**config.mk**
```make
export PLATFORM = sky130hd
export DESIGN_NAME = mem_wb_stage
export DESIGN_NICKNAME = d
export VERILOG_FILES = /design/src/rtl/riscv_definitions.sv /design/src/rtl/load_align.sv /design/src/rtl/mem_wb_stage.sv
export SDC_FILE = /design/constraint.sdc
export NUM_CORES = 1
export LEC_CHECK = 0
export ABC_AREA = 0
export BUFFER_PORTS_ARGS = -buffer_cell sky130_fd_sc_hd__buf_2
export CORE_MARGIN = 8
export CORE_UTILIZATION = 35
export CTS_CLUSTER_SIZE = 16
export DETAILED_ROUTE_END_ITERATION = 8
export PLACE_DENSITY = 0.65
export SYNTH_ARGS = -nofsm -noshare
export SYNTH_HDL_FRONTEND = slang
export SYNTH_SLANG_ARGS = --single-unit
```
**constraint.sdc**
```tcl
create_clock -name clk -period 4 [get_ports clk]
set_input_delay 0.8 -clock clk [delete_from_list [all_inputs] [get_ports clk]]
set_output_delay 0.8 -clock clk [all_outputs]
set_load 0.01 [all_outputs]
```
**src/rtl/riscv_definitions.sv**
```systemverilog
`default_nettype none
// ============================================================================
// Module   : riscv_definitions (package)
// Purpose  : Shared types and constants for the riscv-small pipeline:
//            register address, data bus, writeback FSM states, load funct3.
// Revision : 1.0 - initial release
// ============================================================================
package riscv_definitions;

    // Architectural register index (x0..x31)
    typedef logic [4:0] regAddr_t;

    // 32-bit data bus, viewable as a word, two halves or four bytes.
    // halves[0] / bytes[0] are the least significant lanes.
    typedef union packed {
        logic [31:0]      word;
        logic [1:0][15:0] halves;
        logic [3:0][7:0]  bytes;
    } dataBus_u;

    // Memory/writeback stage FSM states
    typedef enum logic [0:0] {
        IDLE      = 1'b0,
        WAIT_LOAD = 1'b1
    } wbState_t;

    // RV32I load funct3 encodings
    localparam logic [2:0] LB  = 3'b000;
    localparam logic [2:0] LH  = 3'b001;
    localparam logic [2:0] LW  = 3'b010;
    localparam logic [2:0] LBU = 3'b100;
    localparam logic [2:0] LHU = 3'b101;

    // True when a load of the given width cannot be served at this byte offset.
    // Reserved encodings (011/110/111) behave as LW and need word alignment.
    function automatic logic load_is_misaligned(input logic [2:0] funct3,
                                                input logic [1:0] addr_lo);
        logic mis;
        case (funct3)
            LB, LBU: mis = 1'b0;
            LH, LHU: mis = addr_lo[0];
            default: mis = (addr_lo != 2'b00);
        endcase
        return mis;
    endfunction

endpackage
`default_nettype wire

```
**src/rtl/load_align.sv**
```systemverilog
`default_nettype none
// ============================================================================
// Module   : load_align
// Purpose  : Combinational load data alignment: selects the addressed byte or
//            halfword from a word-aligned read and sign/zero-extends it.
// Revision : 1.0 - initial release
// ============================================================================
module load_align
    import riscv_definitions::*;
(
    input  logic [2:0] funct3,
    input  logic [1:0] addr_lo,
    input  dataBus_u   rdata,
    output dataBus_u   data
);

    logic [7:0]  byte_sel;
    logic [15:0] half_sel;

    // Lane select followed by extension according to the load type
    always_comb begin
        byte_sel = rdata.bytes[addr_lo];
        half_sel = rdata.halves[addr_lo[1]];
        data     = rdata;
        case (funct3)
            LB:      data.word = {{24{byte_sel[7]}}, byte_sel};
            LBU:     data.word = {24'd0, byte_sel};
            LH:      data.word = {{16{half_sel[15]}}, half_sel};
            LHU:     data.word = {16'd0, half_sel};
            LW:      data.word = rdata.word;
            default: data.word = rdata.word;   // reserved codes act as LW
        endcase
    end

endmodule
`default_nettype wire

```
**src/rtl/mem_wb_stage.sv**
```systemverilog
`default_nettype none
// ============================================================================
// Module   : mem_wb_stage
// Purpose  : Memory/writeback stage. Registers ALU results, completes loads
//            (wait for dmem response, align, extend), stalls upstream while a
//            load is outstanding, flags misaligned and timed-out loads.
// Revision : 1.0 - initial release
// ============================================================================
module mem_wb_stage
    import riscv_definitions::*;
#(
    parameter int LOAD_TIMEOUT = 16
) (
    input  logic       clk,
    input  logic       rst_n,
    input  logic       clk_en,
    input  logic       ex_valid,
    input  regAddr_t   ex_rd_addr,
    input  logic       ex_rd_wr_en,
    input  logic       ex_is_load,
    input  logic [2:0] ex_funct3,
    input  dataBus_u   ex_result,
    input  logic       dmem_rvalid,
    input  dataBus_u   dmem_rdata,
    output logic       stall,
    output regAddr_t   rd0_addr,
    output logic       rd0_wr_en,
    output dataBus_u   rd0_data,
    output logic       load_misalign,
    output logic       load_timeout
);

    // The wait counter only needs to reach LOAD_TIMEOUT-1, so it never wraps
    localparam int CNT_W = (LOAD_TIMEOUT > 1) ? $clog2(LOAD_TIMEOUT) : 1;
    localparam logic [CNT_W-1:0] CNT_LAST = CNT_W'(LOAD_TIMEOUT - 1);

    wbState_t         state_q,      state_d;
    logic [CNT_W-1:0] cnt_q,        cnt_d;
    regAddr_t         ld_rd_q,      ld_rd_d;
    logic [2:0]       ld_funct3_q,  ld_funct3_d;
    logic [1:0]       ld_off_q,     ld_off_d;
    logic             ld_wen_q,     ld_wen_d;
    regAddr_t         rd0_addr_q,   rd0_addr_d;
    dataBus_u         rd0_data_q,   rd0_data_d;
    logic             rd0_wr_en_q,  rd0_wr_en_d;
    logic             misalign_q,   misalign_d;
    logic             timeout_q,    timeout_d;

    dataBus_u         aligned_data;

    load_align u_load_align (
        .funct3  (ld_funct3_q),
        .addr_lo (ld_off_q),
        .rdata   (dmem_rdata),
        .data    (aligned_data)
    );

    // Next-state logic: registered values hold, pulses default low
    always_comb begin
        state_d     = state_q;
        cnt_d       = cnt_q;
        ld_rd_d     = ld_rd_q;
        ld_funct3_d = ld_funct3_q;
        ld_off_d    = ld_off_q;
        ld_wen_d    = ld_wen_q;
        rd0_addr_d  = rd0_addr_q;
        rd0_data_d  = rd0_data_q;
        rd0_wr_en_d = 1'b0;
        misalign_d  = 1'b0;
        timeout_d   = 1'b0;

        case (state_q)
            IDLE: begin
                // dmem_rvalid is deliberately not looked at here
                if (ex_valid) begin
                    if (!ex_is_load) begin
                        rd0_addr_d  = ex_rd_addr;
                        rd0_data_d  = ex_result;
                        rd0_wr_en_d = ex_rd_wr_en && (ex_rd_addr != '0);
                    end else if (load_is_misaligned(ex_funct3, ex_result.word[1:0])) begin
                        misalign_d = 1'b1;
                    end else begin
                        ld_rd_d     = ex_rd_addr;
                        ld_funct3_d = ex_funct3;
                        ld_off_d    = ex_result.word[1:0];
                        ld_wen_d    = ex_rd_wr_en;
                        cnt_d       = '0;
                        state_d     = WAIT_LOAD;
                    end
                end
            end
            WAIT_LOAD: begin
                // ex_valid is ignored: upstream is holding its instruction
                if (dmem_rvalid) begin
                    rd0_addr_d  = ld_rd_q;
                    rd0_data_d  = aligned_data;
                    rd0_wr_en_d = ld_wen_q && (ld_rd_q != '0);
                    state_d     = IDLE;
                end else if (cnt_q == CNT_LAST) begin
                    timeout_d = 1'b1;
                    state_d   = IDLE;
                end else begin
                    cnt_d = cnt_q + CNT_W'(1);
                end
            end
            default: state_d = IDLE;
        endcase
    end

    // State and output registers; everything freezes while clk_en is low
    always_ff @(posedge clk or negedge rst_n) begin
        if (!rst_n) begin
            state_q     <= IDLE;
            cnt_q       <= '0;
            ld_rd_q     <= '0;
            ld_funct3_q <= '0;
            ld_off_q    <= '0;
            ld_wen_q    <= 1'b0;
            rd0_addr_q  <= '0;
            rd0_data_q  <= '0;
            rd0_wr_en_q <= 1'b0;
            misalign_q  <= 1'b0;
            timeout_q   <= 1'b0;
        end else if (clk_en) begin
            state_q     <= state_d;
            cnt_q       <= cnt_d;
            ld_rd_q     <= ld_rd_d;
            ld_funct3_q <= ld_funct3_d;
            ld_off_q    <= ld_off_d;
            ld_wen_q    <= ld_wen_d;
            rd0_addr_q  <= rd0_addr_d;
            rd0_data_q  <= rd0_data_d;
            rd0_wr_en_q <= rd0_wr_en_d;
            misalign_q  <= misalign_d;
            timeout_q   <= timeout_d;
        end
    end

    assign stall         = (state_q == WAIT_LOAD);
    assign rd0_addr      = rd0_addr_q;
    assign rd0_data      = rd0_data_q;
    assign rd0_wr_en     = rd0_wr_en_q;
    assign load_misalign = misalign_q;
    assign load_timeout  = timeout_q;

endmodule
`default_nettype wire

```
==> impl_metrics.ini <==
[outcome]
status = completed

[drt]
drt_first_pass_iters = 4
drc = 0
vias_per_cell = 5.34
routed_wirelength_mm = 10.1
wl_per_cell_um = 18.4
drtIter0Drc = 131
vias = 2948
antenna_left = 0

[sta]
worst_pin_slew_ns = 1.14
skew_ns = 0.0138
layout_worst_path_cycle_share_pct = 60.7
maxSlewHeadroom_pct = 23.9
hold_violations = 0
period_needed_ns = 2.43
max_freq_mhz = 412
setup_violations = 0
drv_slew = 0
fin_ws_ns = 1.57
grt_setup_unrepaired = no
setup_tns_ns = 0

[critical_path]
crit_arrival_ns = 2.61
cp-startpoint = clk_en
crit_path_max_fanout = 24
critPathKind = input pin to flip-flop
worst_ep_required_time_ns = 4.18
r2r_start = stall
worst_path_max_delay_cell = nand2b_1
cp_cell_sequence = buf_2, and3_1, nand2b_1, buf_4, mux2i_1, a311oi_1
critPathMaxStageDelay_ns = 0.52
r2r_setup_slack_ns = 1.68
end_kind = flip-flop
r2r_cells = 5
start_kind = input pin

[worst_hold_path]
min_path_cells = 2
hp-class = flip-flop to flip-flop
hold_start = rd0_addr[3]

[flow_run]
cap_viol_max_count = 0

[yosys]
synth-seq-cells = 56
syn_area_um2 = 3220
synth_nets = 415
synth_flop_cell = dfrtp_1
yosysWarnings = 0
synth.avg_cell_area_um2 = 9.62
yosysSeqAreaShare_pct = 43.5
synth_cell_types = 47
async_flop_share_pct = 100
synthCells = 335
synth-edff-count = 0

[grt]
grt-busiest-layer = met2
grtUsageMet1_pct = 19.1
grt_pass1_vias = 3242
grt_pass1_wl_mm = 16.4
grt_overflow = 0
grt_max_degree = 47
met3_usage_pct = 4.11
antenna_found_initial = 0
met2_usage_pct = 28.7
track_usage_pct = 16.0

[floorplan]
dieArea_um2 = 12500
core_um2 = 9060
die_width_um = 112
io_pins = 120
die_h_um = 112
start_util_pct = 35.5
rows = 35

[clock_tree]
htree_levels = 2
post_cts_resize_count = 0
cts_root_buf = clkbuf_8
path_clk_slew_ns = 0.10
ctsHoldBuffers = 0
cts_sinks = 56
clockBufferDepth = 2
cts_buffers = 5
cts_tree = built
clock_latency_ns = 0.32
post_cts_buffers = 0

[layout]
n_fill_cell = 937
drive_gt1_share_pct = 33.1
layout.area.seq_um2 = 1400
multi_input_area_um2 = 1680
syn_to_final_growth_pct = 23.7
diodes = 0
final_cells = 552
utilization_pct = 44.0
final_nets = 520

[power]
p_leak_uw = 0.00176
ir_worst_vdd_v = 0.000264
power.density_nw_per_um2 = 516
power.total_uw = 2060

[place]
dpl.hpwl_mm = 7.85
dp_cells = 544
port_buffers = 119
pre_cts_slack_ns = 1.24
globalplace.congestion = 0.847
-- metrics by stage --
stage / hold slack (ns) / instance area (um^2)
floorplan: 0.464 / 3220
global placement: 0.474 / 3870
detailed placement: 0.474 / 3870
CTS: 0.498 / 3990
global route: 0.516 / 3990
finish: 0.495 / 3990
-- report_power, final --
| group | total [uW] | leakage, uW | switching [uW] | internal (uW) |
|---|---|---|---|---|
| clock network | 379 | 0.0000541 | 193 | 186 |
| registers | 924 | 0.000665 | 175 | 749 |
| logic | 755 | 0.00104 | 405 | 350 |
-- kinds of logic (layout without fill, tap and decap cells) --
| family | after synthesis | count (layout) | share of synthesized area [%] |
|---|---|---|---|
| and+or+nand+nor | 129 | 129 | 20.9 |
| AOI/OAI and AO/OA | 76 | 76 | 17.5 |
| DFF | 56 | 56 | 43.5 |
| muxes | 39 | 39 | 13.0 |
| buffers and inverters | 33 | 139 | 4.43 |
| adders and majority gates | 1 | 1 | 0.388 |
| xor gates and xnor gates | 1 | 1 | 0.272 |
-- worst paths after layout --
path,end
setup reg to reg,rd0_data[9]
min in group asynchronous,rd0_data[15]
hold reg to reg,rd0_addr[3]
hold / removal,rd0_addr[3]
setup / recovery,rd0_data[9]
max in group asynchronous,rd0_data[9]
-- final cells by class --
class / instances / share of cell area, %
clock buffer: 5 / 1.73
inverter: 8 / 0.753
clock inverter: 3 / 1.07
timing repair buffer: 123 / 15.7
tap: 111 / 3.48
multi-input combinational: 246 / 42.1
sequential: 56 / 35.2
-- synth_stat cells, types with 7 or more instances --
library cell	count	area (um^2)
o22a_1	8	70.1
a311oi_1	7	61.3
clkbuf_1	16	60.1
nor3_1	20	100
a211oi_2	10	125
o21ai_0	9	45.0
mux2_1	11	124
nand2_1	34	128
nand2b_1	10	62.6
nor2b_1	10	62.6
dfrtp_1	56	1400
nor2_1	21	78.8
a21oi_1	8	40.0
a211oi_1	7	52.6
nor3b_1	8	60.1
inv_1	8	30.0
o21ai_1	17	85.1
mux2i_1	25	250
-- state kept, by name, summed over array words and instances, names as in the netlist --
| register | count |
|---|---|
| cnt_q | 4 |
| ld_funct3_q | 3 |
| ld_off_q | 2 |
| ld_rd_q | 5 |
| ld_wen_q | 1 |
| load_misalign | 1 |
| load_timeout | 1 |
| rd0_addr | 5 |
| rd0_data | 32 |
| rd0_wr_en | 1 |
| stall | 1 |
-- worst max-delay path, delay by kind of cell --
kind,cells,cell delay [ns]
buffers and inverters,2,0.56
AO/OA/AOI/OAI,1,0.06
AND/OR/NAND/NOR,2,0.93
multiplexers,1,0.24
-- cell usage in the layout, fill, tap and decap left out, types with 2 or more instances in the layout --
cell type,instances
a211oi_1,7
a211oi_2,10
a21oi_1,8
a311oi_1,7
buf_2,119
buf_4,4
clkbuf_8,5
dfrtp_1,55
inv_1,8
mux2_1,11
mux2_2,2
mux2i_1,25
nand2_1,34
nand2b_1,10
nand3_1,6
nand3b_1,2
nor2_1,21
nor2b_1,10
nor3_1,20
nor3b_1,8
nor4bb_1,2
o21ai_0,9
o21ai_1,17
o22a_1,8
o22ai_1,3
or3_1,6
or4_1,2
-- metal layers --
layer,wire length (um),up-vias
li1,-,1422
met1,4310,1428
met4,63,0
met2,5130,93
met3,643,5
met5,0,-
No activity file was read; power rests on OpenSTA's default activity.
